`src/rtl/audio_dsp_pipe.sv`:
```
// Multi-channel PCM sample processor: captures one frame, processes channels serially
// (bypass / saturating gain / moving average / saturating negate) and emits the frame.
// A new frame is accepted only in S_IDLE, i.e. from edge E+N_CH+2 onward after capture
// edge E, so the minimum frame spacing is N_CH+2 cycles.
module audio_dsp_pipe #(
  parameter int DATA_W   = 16,
  parameter int N_CH     = 2,
  parameter int AVG_LOG2 = 2,
  parameter int GAIN_W   = 4
) (
  input  logic                     i_clk,
  input  logic                     i_rst,
  input  logic                     i_valid,
  input  logic [N_CH*DATA_W-1:0]   i_data,
  input  logic [1:0]               i_mode,
  input  logic [GAIN_W-1:0]        i_gain,
  output logic [N_CH*DATA_W-1:0]   o_data,
  output logic                     o_valid,
  output logic                     o_busy,
  output logic                     o_overrun
);

  localparam int DEPTH  = 1 << AVG_LOG2;
  localparam int SUM_W  = DATA_W + AVG_LOG2;
  localparam int CH_W   = (N_CH > 1) ? $clog2(N_CH) : 1;
  localparam int FULL_W = DATA_W + (1 << GAIN_W) - 1;

  localparam logic [1:0] MODE_BYPASS = 2'd0;
  localparam logic [1:0] MODE_GAIN   = 2'd1;
  localparam logic [1:0] MODE_AVG    = 2'd2;
  localparam logic [1:0] MODE_NEG    = 2'd3;

  localparam logic signed [DATA_W-1:0] SMP_MAX = {1'b0, {(DATA_W-1){1'b1}}};
  localparam logic signed [DATA_W-1:0] SMP_MIN = {1'b1, {(DATA_W-1){1'b0}}};
  localparam logic signed [FULL_W-1:0] SAT_MAX = {{(FULL_W-DATA_W+1){1'b0}}, {(DATA_W-1){1'b1}}};
  localparam logic signed [FULL_W-1:0] SAT_MIN = {{(FULL_W-DATA_W+1){1'b1}}, {(DATA_W-1){1'b0}}};

  typedef enum logic [1:0] {S_IDLE, S_RUN, S_DONE} state_t;

  state_t state_q, state_d;

  logic                    accept, run_en, done_en, last_ch;
  logic [N_CH*DATA_W-1:0]  frame_q;
  logic [1:0]              mode_q;
  logic [GAIN_W-1:0]       gain_q;
  logic [CH_W-1:0]         ch_q;
  logic [AVG_LOG2-1:0]     wr_ptr_q;
  logic [N_CH*DATA_W-1:0]  shadow_q;
  logic [N_CH*DATA_W-1:0]  o_data_q;
  logic                    o_valid_q;
  logic                    overrun_q;

  logic signed [DATA_W-1:0] oldest_all [N_CH];
  logic signed [SUM_W-1:0]  sum_all    [N_CH];

  logic signed [DATA_W-1:0] x_cur, oldest_cur, y_cur;
  logic signed [SUM_W-1:0]  sum_cur, sum_nxt, x_sum_ext, old_sum_ext;
  logic signed [FULL_W-1:0] gain_ext, gain_full;

  // ---------------- FSM ----------------
  always_ff @(posedge i_clk) begin
    if (i_rst) state_q <= S_IDLE;
    else       state_q <= state_d;
  end

  always_comb begin
    state_d = state_q;
    case (state_q)
      S_IDLE:  if (i_valid) state_d = S_RUN;
      S_RUN:   if (last_ch) state_d = S_DONE;
      S_DONE:  state_d = S_IDLE;
      default: state_d = S_IDLE;
    endcase
  end

  always_comb begin
    accept  = (state_q == S_IDLE) && i_valid;
    run_en  = (state_q == S_RUN);
    done_en = (state_q == S_DONE);
    last_ch = (ch_q == CH_W'(N_CH - 1));
    o_busy  = (state_q != S_IDLE);
  end

  // ---------------- capture and channel sequencing ----------------
  always_ff @(posedge i_clk) begin
    if (i_rst) begin
      frame_q <= '0;
      mode_q  <= '0;
      gain_q  <= '0;
      ch_q    <= '0;
    end else if (accept) begin
      frame_q <= i_data;
      mode_q  <= i_mode;
      gain_q  <= i_gain;
      ch_q    <= '0;
    end else if (run_en && !last_ch) begin
      ch_q <= ch_q + 1'b1;
    end
  end

  // ---------------- shared per-channel datapath ----------------
  always_comb begin
    x_cur       = frame_q[ch_q*DATA_W +: DATA_W];
    oldest_cur  = oldest_all[ch_q];
    sum_cur     = sum_all[ch_q];
    x_sum_ext   = {{AVG_LOG2{x_cur[DATA_W-1]}}, x_cur};
    old_sum_ext = {{AVG_LOG2{oldest_cur[DATA_W-1]}}, oldest_cur};
    sum_nxt     = sum_cur + x_sum_ext - old_sum_ext;
    gain_ext    = {{(FULL_W-DATA_W){x_cur[DATA_W-1]}}, x_cur};
    gain_full   = gain_ext <<< gain_q;
    y_cur       = x_cur;
    case (mode_q)
      MODE_BYPASS: y_cur = x_cur;
      MODE_GAIN: begin
        if (gain_full > SAT_MAX)      y_cur = SMP_MAX;
        else if (gain_full < SAT_MIN) y_cur = SMP_MIN;
        else                          y_cur = gain_full[DATA_W-1:0];
      end
      // Floor division of the window sum; the shift keeps the sign.
      MODE_AVG:    y_cur = DATA_W'(sum_nxt >>> AVG_LOG2);
      MODE_NEG:    y_cur = (x_cur == SMP_MIN) ? SMP_MAX : -x_cur;
      default:     y_cur = x_cur;
    endcase
  end

  // ---------------- per-channel history (updated in every mode) ----------------
  genvar gi;
  generate
    for (gi = 0; gi < N_CH; gi++) begin : g_ch
      logic signed [DATA_W-1:0] hist_q [DEPTH];
      logic signed [SUM_W-1:0]  sum_q;
      logic                     wr_en;

      assign wr_en = run_en && (ch_q == CH_W'(gi));

      always_ff @(posedge i_clk) begin
        if (i_rst) begin
          sum_q <= '0;
          for (int i = 0; i < DEPTH; i++) hist_q[i] <= '0;
        end else if (wr_en) begin
          sum_q            <= sum_nxt;
          hist_q[wr_ptr_q] <= x_cur;
        end
      end

      assign oldest_all[gi] = hist_q[wr_ptr_q];
      assign sum_all[gi]    = sum_q;
    end
  endgenerate

  // ---------------- shadow, output and status ----------------
  always_ff @(posedge i_clk) begin
    if (i_rst) begin
      shadow_q  <= '0;
      o_data_q  <= '0;
      o_valid_q <= 1'b0;
      overrun_q <= 1'b0;
      wr_ptr_q  <= '0;
    end else begin
      o_valid_q <= done_en;
      if (run_en) shadow_q[ch_q*DATA_W +: DATA_W] <= y_cur;
      if (done_en) begin
        o_data_q <= shadow_q;
        wr_ptr_q <= wr_ptr_q + 1'b1;
      end
      if (i_valid && (state_q != S_IDLE)) overrun_q <= 1'b1;
    end
  end

  assign o_data    = o_data_q;
  assign o_valid   = o_valid_q;
  assign o_overrun = overrun_q;

endmodule

```
`config.mk`:
```
export PLATFORM = sky130hd
export DESIGN_NAME = audio_dsp_pipe
export DESIGN_NICKNAME = d
export VERILOG_FILES = /design/src/rtl/audio_dsp_pipe.sv
export SDC_FILE = /design/constraint.sdc
export NUM_CORES = 1
export LEC_CHECK = 0
export ABC_CLOCK_PERIOD_IN_PS = 6140
export BUFFER_PORTS_ARGS = -buffer_cell sky130_fd_sc_hd__buf_2
export CORE_UTILIZATION = 55
export CTS_BUF_LIST = sky130_fd_sc_hd__clkbuf_4
export CTS_CLUSTER_DIAMETER = 200
export DETAILED_ROUTE_END_ITERATION = 16
export PLACE_DENSITY = 0.72
export SLEW_MARGIN = 5
export SYNTH_ARGS = -nofsm -noshare
export SYNTH_HDL_FRONTEND = slang
export SYNTH_SLANG_ARGS = --single-unit
```
`constraint.sdc`:
```
create_clock -name i_clk -period 6.14 [get_ports i_clk]
set_input_delay 0 -clock i_clk [delete_from_list [all_inputs] [get_ports i_clk]]
set_output_delay 0 -clock i_clk [all_outputs]
set_load 0.02 [all_outputs]
```
==> metrics <==
outcome=finished clean; ANT nets after route=0; # rows=60; Layout fillers=2230; Synth area leader=edfxtp_1; final slew viol count=0; average instance area after synthesis=9.99 µm²; initial cell density of the core=56.4%; Clock power frac=29.7%; Most Crowded Layer GR=met2; DP Wirelength=28.2 mm; vias per inst=6.19; non-filler cells, final=2045; Clock Skews=0.0414 ns; switching power=1.74 mW; WP data arrival=5.58 ns; FF-to-FF setup slack=1.18 ns; Final WS setup=1.18 ns; cell-internal power=3.35 mW; Reg2Reg Capture Point=shadow_q[12]$_SDFFE_PP0P_; yosys warns=0; Tightest Hold Check Type=in2reg; compound-cell area share of the yosys netlist=14.4%; maxcap violations=0; area occupied by multi-input gates=0.00774 mm²; Post-Syn Area=0.0153 mm²; syn_nets=1609; Synth Area in Adders=3.86%; CTS clk-pin slew, worst paths=0.06 ns; worst vdd ir=0.141 mV; Hold WS=0.0311 ns; Die X-Extent=169 µm; 1st-pass router iterations=5; crit path capture=shadow_q[12]$_SDFFE_PP0P_; first-pass GRT wire length=68.0 mm; Remaining DRCs=0; CTS H-tree depth=3; placed insts=1895; root buf cell=clkbuf_4; GR Util met2=46.7%; min Tclk post-route=4.96 ns; CP Capture Type=register; sequential cell area fraction in the yosys report=44.4%; Total Wirelength=43.3 mm; Async SR Flop Fraction=0%; io pins=76; clk sink count=275; nets=1715; share of the synthesized area in the top cell type=25.1%; routed via count=12655; most frequent cells after synthesis=nand2_1 (223), nor2_1 (174), dfxtp_1 (147), edfxtp_1 (128), a21oi_1 (107); # resized after CTS=0; synth-to-layout area growth=12.0%; distinct cell type count after synthesis=72; Final setup viols=0; total CTS buffers=71; grt met1 use=43.4%; Worst-Margin Slew=1.25 ns; main combinational cell family by area after synthesis=multiplexers; drt wl/cell=21.2 µm; CTS tree=done; Leakage=6.68 nW; fin crit share=80.7%; power share of the combinational group=28.7%; I/O Buffers=75; Post-Place Setup Slack=1.19 ns; XOR/XNOR Fraction of Synth Area=1.66%; sequential share of power=41.6%; Synth Instances=1531; Setup CP Type=reg2reg; unrepaired setup endpoints after global routing=no; total track usage=31.0%; top-count cell post-synth=nand2_1; routability congestion estimate=0.958; largest cells by area after synthesis=edfxtp_1 (25%), dfxtp_1 (19%), mux4_2 (9.6%); initial DRC count=1451; Final Core Density=63.2%; mux share of post-synthesis cell area=16.3%; Crit Path Max Fanout=20; Sw Share=34.2%; Post-synth top flop=dfxtp_1; share of cells above drive strength 1=19.6%; largest net degree at the start of global routing=79; Pwr Density=297 mW/mm²; setup TNS=0 ns; number of flops mapped to enable cells by yosys=128; simple-gate share of the synthesized area=14.3%; initial antenna violation count=1; Worst Path Required=6.77 ns; reg2reg path depth=16; die area=0.0285 mm²; Reg area=0.00679 mm²; met3 global-route usage=7.58%; Die H=169 µm; CTS Buffer Depth=3; GRT overflow=0; number of global-route vias before repair=12153; core area=0.0271 mm²; startpoint types=register; Final Hold Fails=0; relative max-transition margin=16.1%; Worst-Skew Late Latency=0.71 ns; flops & latches, synth=275; maximum clock frequency=202 MHz
## routing by layer
| layer | wire, µm | share of wire, % |
|---|---|---|
| met1 | 18300 | 42 |
| met2 | 19300 | 45 |
| met3 | 4480 | 10 |
| met4 | 1290 | 3.0 |
| met5 | 0 | 0 |
## cell type report
type,count,share of cell area (%)
Antenna cell,1,0.0146
Clock buffer,97,4.25
Clock inverter,11,0.475
Inverter,75,1.64
Multi-Input combinational cell,1067,45.2
Sequential cell,275,39.7
Tap cell,372,2.72
Timing Repair Buffer,147,6.03
## how the worst min path moves through the flow
stage | start | to | cells after the start
final | i_data[28] | frame_q[28]$_SDFFE_PP0P_ | 3
after global placement | i_data[18] | frame_q[18]$_SDFFE_PP0P_ | 2
after floorplan | i_data[0] | frame_q[0]$_SDFFE_PP0P_ | 1
after detailed placement | i_data[22] | frame_q[22]$_SDFFE_PP0P_ | 2
after global routing | i_data[28] | frame_q[28]$_SDFFE_PP0P_ | 3
after CTS | i_data[28] | frame_q[28]$_SDFFE_PP0P_ | 3
## logic make-up (layout without fill, tap and decap cells)
group | count (synthesis) | after routing
and+or+nand+nor | 511 | 511
DFF | 275 | 275
xor gates and xnor gates | 29 | 29
adders and majority gates | 37 | 37
muxes | 164 | 164
other | 0 | 1
buffers and inverters | 189 | 330
AOI/OAI and AO/OA | 326 | 326
## cell usage in the layout (no fill, tap or decap), drive strengths merged, types with 6 or more instances in the layout
master,n
ha,20
o221a,7
xor2,8
o211ai,11
mux4,65
o31ai,6
or3,18
mux2,25
a21oi,107
nand3,21
and3,6
o21ai,46
edfxtp,128
fa,17
buf,106
dfxtp,147
nand2b,11
and2,8
nor2,175
xnor2,21
o21bai,14
nand2,223
clkbuf,97
inv,73
mux2i,74
clkinv,10
a211oi,37
a22o,38
dlygate4sd3,41
a21o,8
nor3,23
a31oi,9
## state kept, by name (all words and copies together) (netlist names), named ones only
name         count
g_ch.sum_q      36
o_valid          1
mode_q           2
shadow_q        32
wr_ptr_q         2
o_overrun        1
o_data          32
gain_q           4
state_q          2
g_ch.hist_q    128
ch_q             1
frame_q         32
## power groups by stage
stage	sequential, mW	combinational (mW)	clock [mW]
after CTS	2.11	1.42	1.53
final	2.12	1.46	1.51
after detailed placement	2.15	1.39	0
after floorplan	2.10	1.08	0
after global placement	2.15	1.36	0
after global routing	2.13	1.58	1.62
## worst max-delay path: stages, from the launching register on
cell and delay (ns):
dfxtp_2 0.82, buf_12 0.26, mux4_2 0.50, nand2_1 0.08
nand2_1 0.08, fa_1 0.54, inv_1 0.05, ha_1 0.35
o21ai_0 0.13, o21ai_0 0.18, a31oi_1 0.22, o21a_1 0.28
o311ai_0 0.68, nand2_1 0.11, a32oi_1 0.33, nand3_1 0.12
a21oi_1 0.15
## per-stage QoR
stage	area (µm²)	power (mW)
finish	17100	5.09
global route	17100	5.33
CTS	17100	5.07
detailed placement	15900	3.55
global placement	15900	3.51
floorplan	15300	3.18
## what timing repair did
item                                   4_1_cts  5_1_grt
endpoints found under the hold margin       72        0
hold buffers                                41        0
buffers inserted                             0        0
Power figures use the tool's default switching activity.
